`config.mk`:
```
export PLATFORM = sky130hd
export DESIGN_NAME = vmem_arbiter_flat
export DESIGN_NICKNAME = d
export VERILOG_FILES = /design/src/rtl/vmem_arbiter_if.sv /design/src/rtl/vmem_arbiter.sv /design/src/flat_wrapper.sv
export SDC_FILE = /design/constraint.sdc
export NUM_CORES = 1
export LEC_CHECK = 0
export CORE_MARGIN = 3
export CORE_UTILIZATION = 60
export CTS_CLUSTER_DIAMETER = 100
export CTS_CLUSTER_SIZE = 25
export DETAILED_ROUTE_END_ITERATION = 6
export DONT_BUFFER_PORTS = 1
export PLACE_DENSITY = 0.78
export REMOVE_ABC_BUFFERS = 1
export SETUP_SLACK_MARGIN = 0.02
export SLEW_MARGIN = 5
export SYNTH_ARGS = -nofsm -noshare
export SYNTH_HDL_FRONTEND = slang
export SYNTH_SLANG_ARGS = --single-unit
```
`constraint.sdc`:
```
create_clock -name clk -period 7.35 [get_ports clk]
set_input_delay 0 -clock clk [delete_from_list [all_inputs] [get_ports clk]]
set_output_delay 0 -clock clk [all_outputs]
set_load 0.01 [all_outputs]
```
`src/rtl/vmem_arbiter_if.sv`:
```
// Display-read, pixel-write and frame-memory port signals of the video memory arbiter.
// slave = arbiter side, master = the surrounding clients and memory.
interface vmem_arbiter_if #(
    parameter int ADDR_W     = 19,
    parameter int DATA_W     = 24,
    parameter int FIFO_DEPTH = 4
);
    localparam int LVL_W = $clog2(FIFO_DEPTH) + 1;

    logic              disp_req;
    logic [ADDR_W-1:0] disp_addr;
    logic              disp_valid;
    logic [DATA_W-1:0] disp_data;

    logic              wr_valid;
    logic [ADDR_W-1:0] wr_addr;
    logic [DATA_W-1:0] wr_data;
    logic              wr_ready;

    logic              mem_en;
    logic              mem_we;
    logic [ADDR_W-1:0] mem_addr;
    logic [DATA_W-1:0] mem_wdata;
    logic [DATA_W-1:0] mem_rdata;

    logic [LVL_W-1:0]  fifo_level;
    logic [15:0]       underrun_cnt;

    modport slave (
        input  disp_req, disp_addr, wr_valid, wr_addr, wr_data, mem_rdata,
        output disp_valid, disp_data, wr_ready, mem_en, mem_we, mem_addr, mem_wdata,
               fifo_level, underrun_cnt
    );

    modport master (
        output disp_req, disp_addr, wr_valid, wr_addr, wr_data, mem_rdata,
        input  disp_valid, disp_data, wr_ready, mem_en, mem_we, mem_addr, mem_wdata,
               fifo_level, underrun_cnt
    );
endinterface

```
`src/rtl/vmem_arbiter.sv`:
```
// Generic FIFO: level-counted storage with wrapping pointers.
// Latency: pushed entry visible at the head the cycle after the push.
// Backpressure: caller pushes only when ~full and pops only when ~empty.
module sync_fifo #(
    parameter  int W     = 8,
    parameter  int DEPTH = 4,
    localparam int PTR_W = $clog2(DEPTH),
    localparam int LVL_W = PTR_W + 1
) (
    input  logic             clk,
    input  logic             rst,
    input  logic             push,
    input  logic [W-1:0]     push_dat,
    input  logic             pop,
    output logic [W-1:0]     head_dat,
    output logic             full,
    output logic             empty,
    output logic [LVL_W-1:0] level
);
    logic [W-1:0]     store [DEPTH];
    logic [PTR_W-1:0] wr_ptr;
    logic [PTR_W-1:0] rd_ptr;

    always_ff @(posedge clk or posedge rst) begin
        if (rst) begin
            wr_ptr <= '0;
            rd_ptr <= '0;
            level  <= '0;
        end else begin
            if (push) wr_ptr <= wr_ptr + 1'b1;
            if (pop)  rd_ptr <= rd_ptr + 1'b1;
            case ({push, pop})
                2'b10:   level <= level + 1'b1;
                2'b01:   level <= level - 1'b1;
                default: ;
            endcase
        end
    end

    always_ff @(posedge clk) begin
        if (push) store[wr_ptr] <= push_dat;
    end

    assign head_dat = store[rd_ptr];
    assign full     = (level == LVL_W'(DEPTH));
    assign empty    = (level == '0);
endmodule

// Frame memory arbiter: display reads first, buffered pixel writes in idle slots.
// Latency: display pixel 1 cycle after disp_req; queued write issues when a slot frees.
// Backpressure: wr_ready drops while the write FIFO is full; display is never stalled.
module vmem_arbiter #(
    parameter int ADDR_W     = 19,
    parameter int DATA_W     = 24,
    parameter int FIFO_DEPTH = 4,
    parameter int STARVE_MAX = 64
) (
    input logic           clk,
    input logic           rst,
    vmem_arbiter_if.slave bus
);
    localparam int LVL_W = $clog2(FIFO_DEPTH) + 1;
    localparam int CNT_W = $clog2(STARVE_MAX + 1);

    typedef struct packed {
        logic [ADDR_W-1:0] addr;
        logic [DATA_W-1:0] data;
    } wr_req_t;

    typedef enum logic [1:0] {GNT_IDLE, GNT_READ, GNT_WRITE} gnt_e;

    wr_req_t           push_req;
    wr_req_t           head_req;
    logic              full;
    logic              empty;
    logic [LVL_W-1:0]  fifo_level;
    logic              push;
    logic              pop;
    logic              force_wr;
    logic              preempt;
    gnt_e              gnt;

    logic [CNT_W-1:0]  starve_cnt;
    logic              disp_valid_q;
    logic              rd_q;
    logic [DATA_W-1:0] held_pix;
    logic [15:0]       underrun_q;

    logic              mem_en;
    logic              mem_we;
    logic [ADDR_W-1:0] mem_addr;
    logic [DATA_W-1:0] mem_wdata;

    assign bus.wr_ready = ~full & ~rst;
    assign push         = bus.wr_valid & ~full & ~rst;
    assign push_req     = '{addr: bus.wr_addr, data: bus.wr_data};

    sync_fifo #(.W($bits(wr_req_t)), .DEPTH(FIFO_DEPTH)) u_wr_fifo (
        .clk      (clk),
        .rst      (rst),
        .push     (push),
        .push_dat (push_req),
        .pop      (pop),
        .head_dat (head_req),
        .full     (full),
        .empty    (empty),
        .level    (fifo_level)
    );

    // A starved write beats the display; the display then replays its held pixel.
    assign force_wr = (starve_cnt == CNT_W'(STARVE_MAX)) & ~empty;

    always_comb begin
        gnt = GNT_IDLE;
        if (rst)               gnt = GNT_IDLE;
        else if (force_wr)     gnt = GNT_WRITE;
        else if (bus.disp_req) gnt = GNT_READ;
        else if (~empty)       gnt = GNT_WRITE;
    end

    always_comb begin
        mem_en    = 1'b0;
        mem_we    = 1'b0;
        mem_addr  = '0;
        mem_wdata = '0;
        case (gnt)
            GNT_READ: begin
                mem_en   = 1'b1;
                mem_addr = bus.disp_addr;
            end
            GNT_WRITE: begin
                mem_en    = 1'b1;
                mem_we    = 1'b1;
                mem_addr  = head_req.addr;
                mem_wdata = head_req.data;
            end
            default: ;
        endcase
    end

    assign pop     = (gnt == GNT_WRITE);
    assign preempt = force_wr & bus.disp_req & ~rst;

    always_ff @(posedge clk or posedge rst) begin
        if (rst) begin
            starve_cnt   <= '0;
            disp_valid_q <= 1'b0;
            rd_q         <= 1'b0;
            held_pix     <= '0;
            underrun_q   <= '0;
        end else begin
            if (pop || empty)
                starve_cnt <= '0;
            else if (starve_cnt != CNT_W'(STARVE_MAX))
                starve_cnt <= starve_cnt + 1'b1;

            disp_valid_q <= bus.disp_req;
            rd_q         <= (gnt == GNT_READ);
            if (rd_q) held_pix <= bus.mem_rdata;
            if (preempt && underrun_q != 16'hFFFF) underrun_q <= underrun_q + 1'b1;
        end
    end

    // Read data arrives straight from memory; otherwise the last good pixel is replayed.
    assign bus.disp_valid   = disp_valid_q;
    assign bus.disp_data    = rd_q ? bus.mem_rdata : held_pix;
    assign bus.underrun_cnt = underrun_q;
    assign bus.fifo_level   = fifo_level;
    assign bus.mem_en       = mem_en;
    assign bus.mem_we       = mem_we;
    assign bus.mem_addr     = mem_addr;
    assign bus.mem_wdata    = mem_wdata;
endmodule

```
`src/flat_wrapper.sv`:
```
// flat-port wrapper written by rule: the top's interface ports become plain ports
module vmem_arbiter_flat 
#(
    parameter int ADDR_W     = 19,
    parameter int DATA_W     = 24,
    parameter int FIFO_DEPTH = 4,
    parameter int STARVE_MAX = 64
)
  (clk, rst, bus_disp_req, bus_disp_addr, bus_wr_valid, bus_wr_addr, bus_wr_data, bus_mem_rdata, bus_disp_valid, bus_disp_data, bus_wr_ready, bus_mem_en, bus_mem_we, bus_mem_addr, bus_mem_wdata, bus_fifo_level, bus_underrun_cnt);
  vmem_arbiter_if #(.ADDR_W(ADDR_W), .DATA_W(DATA_W), .FIFO_DEPTH(FIFO_DEPTH)) bus_i ();
  input logic clk;
  input logic rst;
  input wire logic [$bits(bus_i.disp_req)-1:0] bus_disp_req;
  input wire logic [$bits(bus_i.disp_addr)-1:0] bus_disp_addr;
  input wire logic [$bits(bus_i.wr_valid)-1:0] bus_wr_valid;
  input wire logic [$bits(bus_i.wr_addr)-1:0] bus_wr_addr;
  input wire logic [$bits(bus_i.wr_data)-1:0] bus_wr_data;
  input wire logic [$bits(bus_i.mem_rdata)-1:0] bus_mem_rdata;
  output wire logic [$bits(bus_i.disp_valid)-1:0] bus_disp_valid;
  output wire logic [$bits(bus_i.disp_data)-1:0] bus_disp_data;
  output wire logic [$bits(bus_i.wr_ready)-1:0] bus_wr_ready;
  output wire logic [$bits(bus_i.mem_en)-1:0] bus_mem_en;
  output wire logic [$bits(bus_i.mem_we)-1:0] bus_mem_we;
  output wire logic [$bits(bus_i.mem_addr)-1:0] bus_mem_addr;
  output wire logic [$bits(bus_i.mem_wdata)-1:0] bus_mem_wdata;
  output wire logic [$bits(bus_i.fifo_level)-1:0] bus_fifo_level;
  output wire logic [$bits(bus_i.underrun_cnt)-1:0] bus_underrun_cnt;
  assign bus_i.disp_req = bus_disp_req;
  assign bus_i.disp_addr = bus_disp_addr;
  assign bus_i.wr_valid = bus_wr_valid;
  assign bus_i.wr_addr = bus_wr_addr;
  assign bus_i.wr_data = bus_wr_data;
  assign bus_i.mem_rdata = bus_mem_rdata;
  assign bus_disp_valid = bus_i.disp_valid;
  assign bus_disp_data = bus_i.disp_data;
  assign bus_wr_ready = bus_i.wr_ready;
  assign bus_mem_en = bus_i.mem_en;
  assign bus_mem_we = bus_i.mem_we;
  assign bus_mem_addr = bus_i.mem_addr;
  assign bus_mem_wdata = bus_i.mem_wdata;
  assign bus_fifo_level = bus_i.fifo_level;
  assign bus_underrun_cnt = bus_i.underrun_cnt;
  vmem_arbiter #(.ADDR_W(ADDR_W), .DATA_W(DATA_W), .FIFO_DEPTH(FIFO_DEPTH), .STARVE_MAX(STARVE_MAX)) u_core (.clk(clk), .rst(rst), .bus(bus_i));
endmodule
```
Word level (Yosys, flattened, before mapping)
Memory sizes are Yosys's and may differ from the RTL's. Index checks and enable logic that the tools add are counted.

Bits in latches: 0. Memories kept: 1. Memory bits (writable): 172. Output and inout port bits: 90. Bits in registers: 56. Word-level logic and storage cells: 52. Memory bits (read-only): 0.

Memory list: u_core.u_wr_fifo.store (depth 4, bits a word 43, read ports 1, clocked after Yosys merged registers in 0, wr ports 1, RTL line vmem_arbiter.sv:20) `logic [W-1:0] store [DEPTH];`.

Bitwise operators: 9. Reductions and logical operators: 6. Multiplexer cells: 14. $lt $le $gt $ge: 0. $mul: 0. $add $sub $neg: 6. Eq/ne operators: 8. Shifts and indexed selects: 0. Div/mod/pow operators: 0.

Operator list (count): $mux W24 (2); $pmux W19 S2 (1); $add A16 B1 Y16 const B (1); $ne A16 B16 Y1 const B (1); $mux W7 (2); $mux W2 (4); $add A7 B1 Y7 const B (1); $eq A7 B7 Y1 const B (1); $ne A7 B7 Y1 const B (1); $and A1 B1 Y1 (6); $pmux W3 S2 (1); $add A2 B1 Y2 const B (2); $eq A2 B1 Y1 const B (2); $eq A2 B2 Y1 const B (2); $mux W1 (4); $reduce_bool A2 Y1 (2); $add A3 B1 Y3 const B (1); $eq A3 B3 Y1 const B (1); $logic_not A3 Y1 (1); $not A1 Y1 (3); $sub A3 B1 Y3 const B (1); $reduce_or A2 Y1 (1); $logic_and A1 B1 Y1 (1); $logic_or A1 B1 Y1 (1).

Depth between registers and ports, before layout
Gate-level depths: netlist of run 1.

Depth in word-level cells: 8. Gate-level depth with buffers: 13.

Hierarchy
A second synthesis of run 1 with hierarchy kept.

Cells, all modules: 507. Area, all modules: 9248.9 µm².

Modules (own cells, without submodules): sync_fifo (times used 1, area each 6667.6 µm², cells each 262); vmem_arbiter (times used 1, area each 2581.2 µm², cells each 245).

Worst setup path after synthesis of run 1
OpenSTA, ideal clock, no wires.

Path type: reg-to-reg. Start point: register u_core.starve_cnt[0]. End point: register u_core.u_wr_fifo.level[2]. Path buffers: 0. Required time: 7.271 ns. Cell stages (with the launch flop): 14. Arrival time: 2.552 ns. Clock period less this slack: 2.631 ns. Library setup time: 0.079 ns. Slack: 4.719 ns. Cells stage by stage: dfrtp_1 inv_1 ha_1 nor4b_2 nand3b_2 a211o_1 inv_1 ha_1 ha_1 inv_1 fa_1 xor2_1 nor2_1 xor2_1.

Longest elaborated chain between the ends: 7. Elaborated cells between the ends (all ways): 9. Those cells by class: eq/ne (4); mux (3); bitwise (1); reduce/logical (1).

RTL lines: start: declaration (RTL line vmem_arbiter.sv:83) `logic [CNT_W-1:0] starve_cnt;`; start signal: assignment (RTL line vmem_arbiter.sv:155) `starve_cnt <= starve_cnt + 1'b1;`; $eq A7 B7 Y1 * (RTL line vmem_arbiter.sv:111) `assign force_wr = (starve_cnt == CNT_W'(STARVE_MAX)) & ~empty;`; $and A1 B1 Y1 * (RTL line vmem_arbiter.sv:111); $mux W2 * (RTL line vmem_arbiter.sv:116) `else if (force_wr) gnt = GNT_WRITE;`; $mux W2 * (RTL line vmem_arbiter.sv:115) `if (rst) gnt = GNT_IDLE;`; $eq A2 B2 Y1 * (RTL line vmem_arbiter.sv:141) `assign pop = (gnt == GNT_WRITE);`; $eq A2 B1 Y1 / $eq A2 B2 Y1 (equally long branches) (RTL line vmem_arbiter.sv:32) `case ({push, pop})`; $pmux W3 S2 / $reduce_bool A2 Y1 (equally long branches); end signal: assignment (RTL line vmem_arbiter.sv:33) `2'b10: level <= level + 1'b1;`; end signal: assignment (RTL line vmem_arbiter.sv:34) `2'b01: level <= level - 1'b1;`; end: declaration (RTL line vmem_arbiter.sv:18) `output logic [LVL_W-1:0] level`.

Every way passes the cells marked *; elsewhere a longest branch is shown, timed or not. A chain may end at the register's enable or synchronous reset.

Worst setup path in the final report of run 1
Start point: register u_core.starve_cnt[1]. End point: register u_core.u_wr_fifo.level[2].

Same word-level chain as after synthesis.

==> impl_metrics.json, run 1 <==
{
  "chipHeight_um": 129,
  "ys_ff_latch": 228,
  "num_antenna_cells": 0,
  "core_mm2": 0.0147,
  "finalMaxSlewViolations": 0,
  "arrival_ps": 3990,
  "first_global_vias": 5036,
  "synth.top_cell.area_share": 0.565,
  "hold_slack_ps": 30.4,
  "synth_cell_types": 37,
  "reg2regPathDepth": 13,
  "tns_ps": 0,
  "setup-violations-final": 0,
  "pre_cts_slack_ps": 3720,
  "synthTopCellsByArea": "edfxtp_1, dfrtp_1, mux4_2",
  "setup_slack_ps": 3750,
  "clock-skew-final_ps": 10.5,
  "cts_buffers": 13,
  "ir_drop_mv": 0.239,
  "worstPathRequired_ps": 7750,
  "criticalPathCategory": "flop to flop",
  "ctsHoldBuffers": 71,
  "grt_max_degree": 53,
  "hold_end": "u_core.u_wr_fifo.wr_ptr[0]",
  "viasPerCell": 6.14,
  "fmax_ghz": 0.278,
  "post_cts_buffers": 0,
  "layout-drive-gt1-share": 0.184,
  "synth_area_mm2": 0.00913,
  "cts_tree": "done",
  "power.leakage_nw": 3.65,
  "period_needed_ps": 3600,
  "drt_first_iter_violations": 284,
  "grt-ovfl-total": 0,
  "syn-instance-count": 506,
  "cts_root_buf": "clkbuf_16",
  "post-route-period-util": 0.490,
  "fin_total_pwr_w": 0.00316,
  "die_w_um": 129,
  "syn_avg_cell_area_um2": 18.1,
  "wl_per_cell_um": 23.7,
  "worst_pin_slew_ps": 1140,
  "ys.flop_type": "edfxtp_1",
  "ios": 180,
  "synth_top_cell_by_area": "edfxtp_1",
  "grt.total_usage": 0.213,
  "routed_wl_um": 18100,
  "rows": 44,
  "first_pass_iters": 4,
  "yosysSeqAreaShare": 0.719,
  "cp-start-kind": "flop",
  "rsz0062_at_grt": "no",
  "antenna_found_initial": 0,
  "synth_edf_count": 172,
  "insertion_delay_ps": 460,
  "reg2reg_to": "u_core.u_wr_fifo.level[2]",
  "die_area_mm2": 0.0167,
  "yosysWarningCount": 0,
  "hp-start": "rst",
  "mostFrequentLayoutCell": "edfxtp_1",
  "initial_utilization": 0.621,
  "dp_hpwl_um": 10700,
  "rrSetupSlack_ps": 3750,
  "holdPathStages": 3,
  "clock_sink_count": 228,
  "ys_async_sr_fraction": 0.246,
  "p_per_area_mw_per_mm2": 303,
  "hold_viol": 0,
  "nFillCells": 876,
  "cts.reportedPaths.clkPinSlew_ps": 90,
  "cts_max_path_buffers": 3,
  "final_core_util": 0.708,
  "area_growth_pct": 14.0,
  "cp_max_fo": 48,
  "h-tree-depth": 1,
  "cp-end-kind": "flop",
  "routed-via-count": 4689,
  "drv_cap": 0,
  "nNetsFinal": 674,
  "portBuffers": 0,
  "relSlewSlack": 0.242,
  "finalWeightedCongestion": 0.810,
  "layout_common_cells": "edfxtp_1, dlygate4sd3_1, dfrtp_1",
  "cts_resized": 0,
  "detail-route-antenna-nets": 0,
  "drcViolationCount": 0,
  "r2r_start": "u_core.starve_cnt[1]",
  "status": "complete, no violations",
  "min_path_type": "primary input to flop",
  "grt_pass1_wl_um": 27500
}
power breakdown:
part           switching, W  internal, W  leakage [nW]
clock              0.000397     0.000344         0.184
combinational      0.000293     0.000363          1.21
sequential         0.000201      0.00156          2.25
worst max path at each step:
| stage | startpoint | end | slack [ps] | depth (start not counted) |
|---|---|---|---|---|
| floorplan | u_core.starve_cnt[0] | u_core.u_wr_fifo.level[2] | 4010 | 13 |
| global placement | u_core.starve_cnt[0] | u_core.u_wr_fifo.level[2] | 3910 | 13 |
| detailed placement | u_core.starve_cnt[0] | u_core.u_wr_fifo.level[2] | 3720 | 13 |
| CTS | u_core.starve_cnt[1] | u_core.u_wr_fifo.level[2] | 3700 | 13 |
| global route | u_core.starve_cnt[0] | u_core.u_wr_fifo.level[2] | 3530 | 12 |
| finish | u_core.starve_cnt[1] | u_core.u_wr_fifo.level[2] | 3750 | 13 |
routing by layer:
layer  global-route usage  up-vias  wire length [um]
li1                     -     2068                 -
met2                0.373      189              9310
met5                    0        -                 0
met3               0.0536       25              1420
met1                0.267     2407              6990
met4               0.0556        0               354
stage by stage:
step                      area [um^2]  instances
after floorplan                  9030        482
after global routing            10400        764
after CTS                       10400        764
after detailed placement         9310        671
after global placement           9310        671
final                           10400        764
cell usage after synthesis, types with 2 or more instances:
master	count
nor3_1	3
edfxtp_1	172
o21ai_0	3
buf_2	5
mux4_2	43
a22oi_1	19
nor3_4	2
mux2_2	25
nor2_1	35
and2_1	25
a21oi_1	2
or2_2	2
nor4_1	2
nand2_1	16
and3_1	4
nor3_2	3
nand3_1	5
xor2_1	15
dfrtp_1	56
inv_1	12
clkbuf_1	17
xnor2_1	10
ha_1	10
nand4_1	7
state kept, by name, indices dropped and copies added (netlist names), 2 cells and up:
register / flops
u_core.u_wr_fifo.rd_ptr: 2
u_core.u_wr_fifo.wr_ptr: 2
u_core.u_wr_fifo.store: 172
u_core.bus.underrun_cnt: 16
u_core.starve_cnt: 7
u_core.u_wr_fifo.level: 3
u_core.held_pix: 24
critical path, cell delays in order (launching register included):
cell and delay (ps):
dfrtp_1 420, inv_1 90, ha_1 130, nor4b_2 230, nand3b_2 230, a211o_1 360, inv_1 60, ha_2 830
ha_1 320, inv_1 60, fa_1 370, xor2_1 150, nor2_1 110, xor2_1 150
area by class of cell:
type | instances | area (um^2) | share of cell area
timing repair buffer | 76 | 748 | 0.0719
clock buffer | 20 | 352 | 0.0338
tap | 184 | 230 | 0.0221
sequential | 228 | 6570 | 0.631
multi-input combinational | 242 | 2430 | 0.233
inverter | 12 | 45.0 | 0.00433
clock inverter | 2 | 38.8 | 0.00373
kinds of logic after synthesis:
| family | synth area share |
|---|---|
| flip-flops | 0.719 |
| adder cells (fa/ha/maj) | 0.0159 |
| buffers and inverters | 0.0163 |
| AND/OR/NAND/NOR | 0.0681 |
| XOR/XNOR | 0.0240 |
| multiplexers | 0.137 |
| AO/OA/AOI/OAI | 0.0200 |
Note: power is estimated with default switching activity, not from simulation.
==> run 2: changes to the inputs <==
--- a/config.mk
+++ b/config.mk
@@ -6,12 +6,12 @@
 export NUM_CORES = 1
 export LEC_CHECK = 0
 export CORE_MARGIN = 3
-export CORE_UTILIZATION = 60
+export CORE_UTILIZATION = 57
 export CTS_CLUSTER_DIAMETER = 100
 export CTS_CLUSTER_SIZE = 25
 export DETAILED_ROUTE_END_ITERATION = 6
 export DONT_BUFFER_PORTS = 1
-export PLACE_DENSITY = 0.78
+export PLACE_DENSITY = 0.77
 export REMOVE_ABC_BUFFERS = 1
 export SETUP_SLACK_MARGIN = 0.02
 export SLEW_MARGIN = 5
==> constraint.sdc (replaced) <==
create_clock -name clk -period 3 [get_ports clk]
set_input_delay 0 -clock clk [delete_from_list [all_inputs] [get_ports clk]]
set_output_delay 0 -clock clk [all_outputs]
set_load 0.01 [all_outputs]
==> run 2 against run 1 <==
Effect of this change: non-clock buffer count increased by 5; critical path depth shrank 3; combinational power increased to 2.9 times the previous value; die area rose by 5.0%; setup slack worse by 3500 ps; utilization is 2.4 points lower; sequential power rose by 140%; clock skew rose by 16 ps; cell count is 3.7% higher; flip-flop and latch count stayed put; global-route usage fell by 0.32 points; sequential share of layout area down 0.86 points; critical endpoint is now bus_mem_addr[9]; largest power group unchanged.
==> impl_metrics.json, run 2 (synthesis gave the netlist of run 1 again) <==
{
  "grt.total_usage": 0.210,
  "top_register": "u_core.u_wr_fifo.store",
  "reg2reg_to": "u_core.u_wr_fifo.level[2]",
  "cts_root_buf": "clkbuf_16",
  "instances_no_fill": 792,
  "largest_reg_flops": 172,
  "p_per_area_mw_per_mm2": 740,
  "setup-violations-final": 0,
  "antenna_found_initial": 0,
  "r2r_start": "u_core.starve_cnt[0]",
  "cp-startpoint": "u_core.starve_cnt[0]",
  "clock-skew-final_ps": 26.2,
  "hold_viol": 0,
  "layout-drive-gt1-share": 0.194,
  "cts_tree": "done",
  "h-tree-depth": 1,
  "fmax_ghz": 0.357,
  "post_cts_buffers": 0,
  "dp_cells": 704,
  "rsz0062_at_grt": "no",
  "rrSetupSlack_ps": 210,
  "finalWeightedCongestion": 0.756,
  "worst_pin_slew_ps": 943,
  "power.leakage_nw": 3.72,
  "relSlewSlack": 0.371,
  "drv_cap": 0,
  "cp_cell_sequence": "inv_1 -> ha_1 -> nor4b_4 -> nand3b_4 -> a211o_1 -> inv_1 -> ha_2 -> buf_12 -> a22oi_1 -> nor2_1",
  "post-route-period-util": 0.932,
  "finalMaxSlewViolations": 0,
  "switchingPower_w": 0.00220,
  "routed_wl_um": 18200,
  "ios": 180,
  "drt_first_iter_violations": 304,
  "insertion_delay_ps": 470,
  "pwr-share-clk": 0.227,
  "final_core_util": 0.684,
  "wl_per_cell_um": 23.0,
  "cp_num_buf_inv": 3,
  "cts_max_path_buffers": 3,
  "reg2regPathDepth": 13,
  "cp-start-kind": "flop",
  "seqPwrFrac": 0.530,
  "grt_pass1_wl_um": 29000,
  "arrival_ps": 2800,
  "worstPathRequired_ps": 3000,
  "cp_max_fo": 47,
  "path_delay_family": "simple AND/OR/NAND/NOR gates",
  "slowest_stage": "dfrtp_1",
  "criticalPathCategory": "flop to output port",
  "grt_max_degree": 48,
  "cts_buffers": 13,
  "mostFrequentLayoutCell": "edfxtp_1",
  "min_path_type": "primary input to flop",
  "dp_hpwl_um": 11000,
  "portBuffers": 0,
  "rows": 45,
  "layout_common_cells": "edfxtp_1, dlygate4sd3_1, dfrtp_1",
  "p_sw_frac": 0.282,
  "period_needed_ps": 2800,
  "die_area_mm2": 0.0176,
  "combPwrFrac": 0.243,
  "cts.reportedPaths.clkPinSlew_ps": 100,
  "crit_top_cell": "inv_1",
  "crit_end": "bus_mem_addr[9]",
  "grt-ovfl-total": 0,
  "first_global_vias": 5023,
  "chipHeight_um": 133,
  "p_int_w": 0.00561,
  "detail-route-antenna-nets": 0,
  "core_mm2": 0.0154,
  "initial_utilization": 0.592,
  "clock_sink_count": 228,
  "routed-via-count": 4669,
  "drcViolationCount": 0,
  "cp-end-kind": "output port",
  "nNetsFinal": 679,
  "ir_drop_mv": 0.498,
  "die_w_um": 133,
  "status": "complete, no violations",
  "crit_path_max_incr_delay_ps": 430,
  "viasPerCell": 5.90,
  "num_antenna_cells": 0,
  "cp_num_cells": 10,
  "first_pass_iters": 4,
  "tns_ps": 0,
  "area_growth_pct": 15.6,
  "nFillCells": 988
}
-- run 2: cell types whose count changed in the layout (fill, tap and decap cells not counted), sizes merged --
cell         previous run  this run
buf                     5        11
inv                    13        12
clkbuf                 20        17
dlygate4sd3            71        70
-- run 2: power groups by stage --
stage          logic (W)  registers (W)  clock network, W
2_1_floorplan    0.00126        0.00423                 0
3_3_place_gp     0.00177        0.00419                 0
3_5_place_dp     0.00181        0.00422                 0
4_1_cts          0.00192        0.00415           0.00180
5_1_grt          0.00207        0.00420           0.00193
6_report         0.00190        0.00414           0.00177
-- run 2: worst min-delay path by stage --
stage / from / depth (start not counted) / endpoint
finish: bus_wr_valid / 2 / u_core.u_wr_fifo.store[3][30]
floorplan: bus_disp_req / 0 / u_core.bus.disp_valid
CTS: bus_wr_valid / 2 / u_core.u_wr_fifo.store[3][37]
detailed placement: bus_disp_req / 0 / u_core.bus.disp_valid
global route: bus_wr_valid / 2 / u_core.u_wr_fifo.store[3][37]
global placement: bus_disp_req / 0 / u_core.bus.disp_valid
-- run 2: cell type report --
| type | count | area [um^2] | area share |
|---|---|---|---|
| repair buffers | 81 | 858 | 0.0813 |
| well taps | 211 | 264 | 0.0250 |
| clock inverters | 1 | 30.0 | 0.00284 |
| clock buffers | 17 | 340 | 0.0322 |
| multi-input cells | 242 | 2450 | 0.232 |
| flip-flops and latches | 228 | 6570 | 0.623 |
| inverters | 12 | 45.0 | 0.00427 |
-- run 2: per-layer routing --
metal	track usage	wire, um	vias up
met3	0.0608	1370	15
met5	0	0	-
met4	0.0393	240	0
met2	0.368	9410	175
met1	0.265	7220	2408
li1	-	-	2071
-- run 2: what timing repair did --
action | CTS | global route
endpoints found under the setup margin | 19 | 20
hold buffers | 70 | 0
cloned | 0 | 0
hold endpoints to repair | 245 | 0
resized for setup | 3 | 4
-- run 2: metrics by stage --
stage	instance area, um^2	hold WS, ps	total power (W)	setup slack, ps
after global routing	10600	101	0.00820	35.5
after global placement	9450	31.7	0.00596	351
after CTS	10500	99.6	0.00787	68.0
after floorplan	9030	31.4	0.00550	-342
after detailed placement	9450	31.7	0.00603	220
final	10600	87.8	0.00781	203
==> run 3: changes to the inputs <==
--- a/config.mk
+++ b/config.mk
@@ -5,6 +5,7 @@
 export SDC_FILE = /design/constraint.sdc
 export NUM_CORES = 1
 export LEC_CHECK = 0
+export CORE_ASPECT_RATIO = 0.7
 export CORE_MARGIN = 3
 export CORE_UTILIZATION = 57
 export CTS_CLUSTER_DIAMETER = 100
==> run 3 against run 2 <==
Effect of this change: die area rose by 0.14%; clock skew is 2.4 ps lower; cell area is 0.36% higher; clock power hardly changed; register-to-register slack improved by 60 ps; worst hold slack lost 60 ps; non-clock buffer count increased by 5; wire length shrank 3.1%; flip-flop and latch count did not move; sequential power down 1%.
==> impl_metrics.json, run 3 (synthesis gave the netlist of run 1 again) <==
{
  "reg2reg_to": "u_core.u_wr_fifo.level[2]",
  "arrival_ps": 3120,
  "grt-ovfl-total": 0,
  "cts.reportedPaths.clkPinSlew_ps": 100,
  "mostFrequentLayoutCell": "edfxtp_1",
  "relSlewSlack": 0.346,
  "drv_cap": 0,
  "cp_max_fo": 4,
  "fmax_ghz": 0.366,
  "hold_slack_ps": 27.6,
  "placed_area_mm2": 0.00946,
  "initial_utilization": 0.586,
  "cp_cell_sequence": "inv_1 -> ha_1 -> nor4b_4 -> nand3b_4 -> a211o_1 -> inv_1 -> ha_2 -> ha_1 -> inv_1 -> fa_1 -> xor2_1 -> nor2_1 -> xor2_1",
  "worstPathRequired_ps": 3390,
  "top_register": "u_core.u_wr_fifo.store",
  "cp-end-kind": "flop",
  "status": "complete, no violations",
  "pre_cts_slack_ps": 254,
  "cts_tree": "done",
  "routed-via-count": 4669,
  "cp_num_buf_inv": 3,
  "cts_max_path_buffers": 3,
  "post-route-period-util": 0.910,
  "layout_common_cells": "edfxtp_1, dlygate4sd3_1, dfrtp_1",
  "setup_slack_ps": 270,
  "r2r_start": "u_core.starve_cnt[0]",
  "nFillCells": 1002,
  "cts_buffers": 13,
  "dp_hpwl_um": 11300,
  "finalMaxSlewViolations": 0,
  "holdPathStages": 5,
  "drcViolationCount": 0,
  "first_pass_iters": 4,
  "grt_max_degree": 48,
  "routed_wl_um": 17700,
  "layout-drive-gt1-share": 0.202,
  "path_delay_family": "adder cells",
  "rrSetupSlack_ps": 270,
  "power.leakage_nw": 3.74,
  "hp-start": "bus_disp_req",
  "worst_pin_slew_ps": 981,
  "die_w_um": 157,
  "antenna_found_initial": 0,
  "grt.total_usage": 0.202,
  "min_path_type": "primary input to flop",
  "clock-skew-final_ps": 23.8,
  "largest_reg_flops": 172,
  "nNetsFinal": 684,
  "detail-route-antenna-nets": 0,
  "die_area_mm2": 0.0176,
  "chipHeight_um": 112,
  "period_needed_ps": 2730,
  "wl_per_cell_um": 22.4,
  "rsz0062_at_grt": "no",
  "portBuffers": 0,
  "insertion_delay_ps": 460,
  "cts_root_buf": "clkbuf_16",
  "reg2regPathDepth": 13,
  "crit_top_cell": "inv_1",
  "rows": 38,
  "num_antenna_cells": 0,
  "criticalPathCategory": "flop to flop",
  "ir_drop_mv": 0.558,
  "drt_first_iter_violations": 298,
  "core_mm2": 0.0156,
  "crit_path_max_incr_delay_ps": 430,
  "p_per_area_mw_per_mm2": 738,
  "slowest_stage": "dfrtp_1",
  "cp-start-kind": "flop",
  "hold_viol": 0,
  "tns_ps": 0,
  "grt_pass1_wl_um": 27600,
  "ios": 180,
  "finalWeightedCongestion": 0.781,
  "first_global_vias": 5041,
  "final_cell_area_mm2": 0.0106,
  "hold_end": "u_core.bus.underrun_cnt[1]",
  "setup-violations-final": 0,
  "h-tree-depth": 1,
  "area_growth_pct": 16.0,
  "final_core_util": 0.679,
  "viasPerCell": 5.92,
  "clock_sink_count": 228
}
[run 3: changes by cell type in the layout (fill, tap and decap cells not counted), sizes merged]
cell / before / now
buf: 11 / 16
clkbuf: 17 / 20
[run 3: worst min-delay path, stage by stage]
cell and delay (ps):
nor2b_1 120, nand2b_1 110, nor3_1 110, nand2_1 80
nand2_1 40
[run 3: worst max path at each step]
stage	from	endpoint	slack, ps	cells after the start
after floorplan	u_core.starve_cnt[0]	u_core.u_wr_fifo.level[2]	-340	13
after global placement	u_core.starve_cnt[0]	u_core.u_wr_fifo.level[2]	370	13
after detailed placement	u_core.starve_cnt[1]	u_core.u_wr_fifo.level[2]	250	13
after CTS	u_core.starve_cnt[0]	bus_mem_addr[13]	80	10
after global routing	u_core.starve_cnt[1]	u_core.u_wr_fifo.level[2]	30	13
final	u_core.starve_cnt[0]	u_core.u_wr_fifo.level[2]	270	13
[run 3: metrics by stage]
step                total power [W]  instances
floorplan                   0.00550        482
detailed placement          0.00601        696
global placement            0.00594        696
global route                0.00823        789
CTS                         0.00789        787
finish                      0.00782        789
[run 3: layout make-up]
type                            count  area, um^2  share of cell area
Sequential cell                   228        6570               0.620
Tap cell                          200         250              0.0236
Multi-Input combinational cell    242        2450               0.231
Clock inverter                      1        30.0             0.00283
Inverter                           12        45.0             0.00425
Clock buffer                       20         352              0.0332
Timing Repair Buffer               86         896              0.0846
[run 3: metal layers]
layer,GRT usage,wire length [um],up-vias
li1,-,-,2083
met1,0.273,7300,2416
met2,0.348,9010,148
met3,0.0466,1120,22
met4,0.0335,251,0
met5,0,0,-
[run 3: what timing repair did]
item                       4_1_cts  5_1_grt
hold buffers                    70        0
setup endpoints to repair       19       44
setup buffers                    0        2
pin swaps                        0        1
hold endpoints to repair       229        0
gates resized for setup          2        6
[run 3: power by group]
group,switching [W],internal (W),total (W)
Clock,0.000959,0.000837,0.00180
Sequential,0.000272,0.00383,0.00410
Combinational,0.000954,0.000968,0.00192
Total,0.00219,0.00563,0.00782
